**config.mk**
```make
export PLATFORM = sky130hd
export DESIGN_NAME = bk_add_seq
export DESIGN_NICKNAME = d
export VERILOG_FILES = /design/src/rtl/bk_adder_pkg.sv /design/src/rtl/bk_adder_32bit.sv /design/src/rtl/bk_add_seq.sv
export SDC_FILE = /design/constraint.sdc
export NUM_CORES = 1
export LEC_CHECK = 0
export ABC_CLOCK_PERIOD_IN_PS = 22600
export CAP_MARGIN = 40
export CORE_AREA = 5 5 250 252
export CTS_BUF_LIST = sky130_fd_sc_hd__clkbuf_4
export DETAILED_ROUTE_END_ITERATION = 7
export DIE_AREA = 0 0 255 257
export PLACE_DENSITY = 0.59
export SYNTH_ARGS = -nofsm -noshare
export SYNTH_HDL_FRONTEND = slang
export SYNTH_SLANG_ARGS = --single-unit
```
**constraint.sdc**
```tcl
create_clock -name clk -period 22.6 [get_ports clk]
set_input_delay 5.65 -clock clk [delete_from_list [all_inputs] [get_ports clk]]
set_output_delay 5.65 -clock clk [all_outputs]
set_load 0.01 [all_outputs]
```
**src/rtl/bk_adder_pkg.sv**
```systemverilog
// Shared definitions for the sequential multi-limb adder: word width and FSM state encoding.
package bk_adder_pkg;

    localparam int unsigned WORD_W = 32;

    typedef enum logic [1:0] {
        IDLE,
        RUN,
        DONE
    } state_t;

endpackage

```
**src/rtl/bk_adder_32bit.sv**
```systemverilog
// 32-bit Brent-Kung parallel-prefix adder with carry-in; purely combinational.
module bk_adder_32bit
    import bk_adder_pkg::*;
(
    input  logic [WORD_W-1:0] a,
    input  logic [WORD_W-1:0] b,
    input  logic              cin,
    output logic [WORD_W-1:0] sum,
    output logic              cout
);

    logic [WORD_W-1:0] p;
    logic [WORD_W-1:0] gg;
    logic [WORD_W-1:0] pp;

    assign p = a ^ b;

    always_comb begin
        gg = a & b;
        pp = p;
        // Fold cin into bit 0 so gg[i] becomes the carry out of bit i.
        gg[0] = gg[0] | (p[0] & cin);
        for (int l = 0; l < 5; l++) begin
            for (int i = 0; i < 32; i++) begin
                if (((i + 1) % (2 << l)) == 0) begin
                    gg[5'(i)] = gg[5'(i)] | (pp[5'(i)] & gg[5'(i - (1 << l))]);
                    pp[5'(i)] = pp[5'(i)] & pp[5'(i - (1 << l))];
                end
            end
        end
        for (int l = 3; l >= 0; l--) begin
            for (int i = 0; i < 32; i++) begin
                if ((((i + 1) % (2 << l)) == (1 << l)) && (i + 1 >= 3 * (1 << l))) begin
                    gg[5'(i)] = gg[5'(i)] | (pp[5'(i)] & gg[5'(i - (1 << l))]);
                end
            end
        end
    end

    assign sum  = p ^ {gg[WORD_W-2:0], cin};
    assign cout = gg[WORD_W-1];

endmodule

```
**src/rtl/bk_add_seq.sv**
```systemverilog
// Two-requester round-robin front end that time-shares one 32-bit adder over LIMBS words.
// Optional signed-overflow output rsp_ovf is built when BK_ADD_SEQ_OVF_EN is defined.
module bk_add_seq
    import bk_adder_pkg::*;
#(
    parameter int unsigned LIMBS = 4
) (
    input  logic                    clk,
    input  logic                    rst,
    input  logic [1:0]              req_valid,
    output logic [1:0]              req_ready,
    input  logic [WORD_W*LIMBS-1:0] req_a0,
    input  logic [WORD_W*LIMBS-1:0] req_b0,
    input  logic [WORD_W*LIMBS-1:0] req_a1,
    input  logic [WORD_W*LIMBS-1:0] req_b1,
    input  logic [1:0]              req_cin,
    output logic                    rsp_valid,
    input  logic                    rsp_ready,
    output logic                    rsp_id,
    output logic [WORD_W*LIMBS-1:0] rsp_sum,
    output logic                    rsp_cout
`ifdef BK_ADD_SEQ_OVF_EN
    ,
    output logic                    rsp_ovf
`endif
);

    localparam int unsigned W  = WORD_W * LIMBS;
    localparam int unsigned KW = $clog2(LIMBS);
    localparam logic [KW-1:0] LAST = KW'(LIMBS - 1);

    state_t            state_q, state_d;
    logic              ptr_q;
    logic              grant_id;
    logic              accept;
    logic [W-1:0]      a_q, b_q, sum_q;
    logic              carry_q, cout_q, id_q;
    logic [KW-1:0]     k_q;
    logic [WORD_W-1:0] add_sum;
    logic              add_cout;

    bk_adder_32bit u_adder (
        .a    (a_q[WORD_W-1:0]),
        .b    (b_q[WORD_W-1:0]),
        .cin  (carry_q),
        .sum  (add_sum),
        .cout (add_cout)
    );

    always_comb begin
        grant_id = ptr_q;
        if (req_valid == 2'b01) begin
            grant_id = 1'b0;
        end else if (req_valid == 2'b10) begin
            grant_id = 1'b1;
        end
    end

    assign accept = |(req_valid & req_ready);

    always_ff @(posedge clk or posedge rst) begin
        if (rst) begin
            state_q <= IDLE;
        end else begin
            state_q <= state_d;
        end
    end

    always_comb begin
        state_d = state_q;
        unique case (state_q)
            IDLE:    if (accept) state_d = RUN;
            RUN:     if (k_q == LAST) state_d = DONE;
            DONE:    if (rsp_ready) state_d = IDLE;
            default: state_d = IDLE;
        endcase
    end

    // Grant is masked by rst so nothing is offered while reset is held.
    always_comb begin
        req_ready = 2'b00;
        if ((state_q == IDLE) && !rst && (req_valid != 2'b00)) begin
            req_ready[grant_id] = 1'b1;
        end
        rsp_valid = (state_q == DONE);
    end

    // Operands shift down one limb per RUN cycle; results shift in from the top,
    // so after LIMBS cycles limb 0 sits at the LSBs.
    always_ff @(posedge clk or posedge rst) begin
        if (rst) begin
            ptr_q   <= 1'b0;
            a_q     <= '0;
            b_q     <= '0;
            sum_q   <= '0;
            carry_q <= 1'b0;
            cout_q  <= 1'b0;
            id_q    <= 1'b0;
            k_q     <= '0;
        end else if (accept) begin
            a_q     <= grant_id ? req_a1 : req_a0;
            b_q     <= grant_id ? req_b1 : req_b0;
            carry_q <= req_cin[grant_id];
            id_q    <= grant_id;
            k_q     <= '0;
            ptr_q   <= ~grant_id;
        end else if (state_q == RUN) begin
            a_q     <= a_q >> WORD_W;
            b_q     <= b_q >> WORD_W;
            sum_q   <= {add_sum, sum_q[W-1:WORD_W]};
            carry_q <= add_cout;
            k_q     <= k_q + KW'(1);
            if (k_q == LAST) begin
                cout_q <= add_cout;
            end
        end
    end

`ifdef BK_ADD_SEQ_OVF_EN
    logic ovf_q;
    logic msb_cin;

    // Carry into the MSB recovered from the MSB sum bit.
    assign msb_cin = a_q[WORD_W-1] ^ b_q[WORD_W-1] ^ add_sum[WORD_W-1];

    always_ff @(posedge clk or posedge rst) begin
        if (rst) begin
            ovf_q <= 1'b0;
        end else if ((state_q == RUN) && (k_q == LAST) && !accept) begin
            ovf_q <= msb_cin ^ add_cout;
        end
    end

    assign rsp_ovf = ovf_q;
`endif

    assign rsp_sum  = sum_q;
    assign rsp_cout = cout_q;
    assign rsp_id   = id_q;

endmodule

```
==> impl_metrics.yaml <==
run_status:
  outcome: "completed"
synthesis:
  synth.area.top_cells: "dfrtp_1 (47%), nand2_1 (13%), a211oi_2 (12%), nor2b_1 (5.9%), a31oi_1 (5.8%)"
  yosysWarnings: 0
  syn-num-nets: 2779
  syn_area_um2: 20800
  syn-mean-instance-area_um2: 9.37
  synthFlopType: "dfrtp_1"
  synthCells: 2220
  ys_ff_latch: 392
  synth_edf_count: 0
  synthDominantCellAreaShare: 0.472
  yosysUniqueCellTypes: 33
  synth_seq_area_share: 0.472
  async_flop_share: 1.00
  yosysTopAreaCell: "dfrtp_1"
cts:
  cts_tree: "yes"
  cts_buffers: 107
  htree_num_levels: 3
  clock_path_buffers: 3
  root_buffer: "clkbuf_4"
  clock_latency_ns: 0.83
  ctsResizeCount: 0
  path_clk_slew_ns: 0.06
  clock-sinks: 392
  post_cts_buffers: 0
  ctsHoldBuffers: 0
finish:
  drive_above_1_share: 0.138
  final_common_cell: "nand2_1"
  areaGrowthSynthToFinish_pct: 40.6
  nFillCells: 5777
  design_area_um2: 29200
  post-route-util: 0.488
  num-nets-final: 3382
  stdcell_count: 3690
  final_cell_mix: "nand2_1 (728), clkdlybuf4s50_1 (651), dfrtp_1 (392)"
die:
  die_h_um: 257
  initial_core_util: 0.347
  die_w_um: 255
  dieArea_um2: 65500
  io_pins: 652
  num_rows: 90
  core_region_area_um2: 59900
worst_setup_path:
  end_kind: "output pin"
  path_buf_inv: 3
  critPathMostFrequentCell: "clkdlybuf4s50_1"
  slowest_stage: "buf_4"
  r2r_slack_ns: 19.06
  crit_required_ns: 16.95
  cp-startpoint: "rst"
  crit_family: "buffers and inverters"
  cp_cell_sequence: "clkdlybuf4s50_1 -> nor3_1 -> o21ai_4 -> buf_4 -> nor2_1 -> clkdlybuf4s50_1"
  cp-start-kind: "input port"
  max_stage_delay_ns: 0.72
  path_max_fanout: 86
  criticalPathCategory: "input port to output pin"
  reg2reg_from: "ptr_q$_DFFE_PP0N_"
  regToRegEndpoint: "a_q[7]$_DFFE_PP0P_"
  worstPathArrival_ns: 7.94
  rr_worst_depth: 6
timing:
  finClkSkew_ns: 0.0286
  slew_headroom: 0.260
  fin_crit_ns: 13.59
  fin_crit_sh: 0.602
  finalMaxSlewViolations: 0
  setup-tns-final_ns: 0
  hold_viol_final: 0
  setup_ws_ns: 9.01
  worst_pin_slew_ns: 1.11
  rsz0062_at_grt: "no"
  setup_viol: 0
  max_freq_ghz: 0.0736
detailed_routing:
  drt_first_iter_violations: 1243
  routed_wirelength_um: 77300
  vias: 18400
  routedWlPerCell_um: 20.9
  antenna_left: 0
  detail_route.first_pass.iterations: 5
  drcViolationCount: 0
  viasPerCell: 4.98
placed_design:
  place_area_um2: 27900
  dp.cells: 3496
  dp.final_hpwl_um: 58600
  pre_cts_slack_ns: 8.98
  globalplace.congestion: 0.836
  numPortBuffers: 651
run:
  max_cap_violations: 0
global_route:
  antenna_found_initial: 14
  grt_max_degree: 189
  grt_pass1_vias: 18800
  grt_usage: 0.227
  grt_pass1_wl_um: 115000
  overflow: 0
power:
  power_density_nw_per_um2: 130
  vdd_drop_max_v: 0.0000965
  p_leak_nw: 12.3
hold_path:
  holdPathStages: 2
  worstHoldStart: "rsp_sum[7]$_DFFE_PP0P_"
  whs_endpoint: "rsp_sum[7]$_DFFE_PP0P_"
  hp-class: "flop to flop"
==> how the worst max path moves through the flow <==
stage,end,slack (ns),cells past startpoint
6_report,req_ready[0],9.01,6
2_1_floorplan,a_q[0]$_DFFE_PP0P_,6.05,1
5_1_grt,req_ready[0],8.87,6
4_1_cts,req_ready[0],8.97,6
3_3_place_gp,req_ready[0],9.02,6
3_5_place_dp,req_ready[0],8.98,6
==> registers in the layout, indices dropped and copies added, names as in the netlist <==
register	flops
b_q	128
rsp_sum	128
ptr_q	1
k_q	2
rsp_id	1
rsp_cout	1
carry_q	1
a_q	128
state_q	2
==> cells by family (layout without fill, tap and decap cells) <==
kind of cell | after synthesis | in the layout | share of synthesized area
buf+inv | 198 | 876 | 0.0475
fa+ha+maj | 41 | 41 | 0.0279
compound gates | 500 | 500 | 0.203
other cells | 0 | 10 | 0
xor+xnor | 22 | 22 | 0.00927
flops | 392 | 392 | 0.472
simple gates | 1002 | 1002 | 0.209
mux | 65 | 65 | 0.0313
==> layout make-up <==
| class | count | area, um^2 | area share |
|---|---|---|---|
| Multi-Input combinational cell | 1630 | 10000 | 0.343 |
| Sequential cell | 392 | 9810 | 0.335 |
| Timing Repair Buffer | 680 | 6990 | 0.239 |
| Clock buffer | 165 | 1240 | 0.0424 |
| Tap cell | 782 | 978 | 0.0335 |
| Clock inverter | 19 | 126 | 0.00432 |
| Inverter | 12 | 52.6 | 0.00180 |
| Antenna cell | 10 | 25.0 | 0.000856 |
==> through the flow <==
step,power [mW],hold slack (ns)
after floorplan,2.40,0.463
after global placement,3.09,0.459
after detailed placement,3.18,0.461
after CTS,3.84,0.477
after global routing,4.11,0.496
final,3.79,0.468
==> per-layer routing <==
metal / part of all wire / global-route usage / up-vias / wire length, um
met1: 0.42 / 0.296 / 8780 / 32400
met5: 0.00056 / 0 / - / 43
met3: 0.060 / 0.0494 / 84 / 4660
met4: 0.022 / 0.0700 / 6 / 1710
li1: - / - / 8913 / -
met2: 0.50 / 0.378 / 581 / 38400
==> synthesized netlist by cell type (all sizes together) (3+ instances only) <==
cell type / n
nand2: 728
dfrtp: 392
nor2b: 196
a211oi: 194
a31oi: 194
clkbuf: 120
o21ai: 96
nand3: 67
buf: 66
mux2i: 64
ha: 31
xnor2: 20
inv: 12
fa: 9
a21oi: 7
a21o: 4
nor2: 3
o211ai: 3
==> worst reg2reg max path, stage by stage (launching register included) <==
cell and delay (ns):
dfrtp_1 0.40, maj3_4 0.78, buf_4 0.77, buf_12 0.57, nor2b_1 0.40, a211oi_2 0.36
a31oi_1 0.07
==> power by group <==
| group | total (mW) | internal, mW | switching (mW) |
|---|---|---|---|
| clock | 0.646 | 0.350 | 0.295 |
| sequential | 1.33 | 1.05 | 0.285 |
| combinational | 1.82 | 0.766 | 1.05 |
Note: power is estimated with default switching activity, not from simulation.
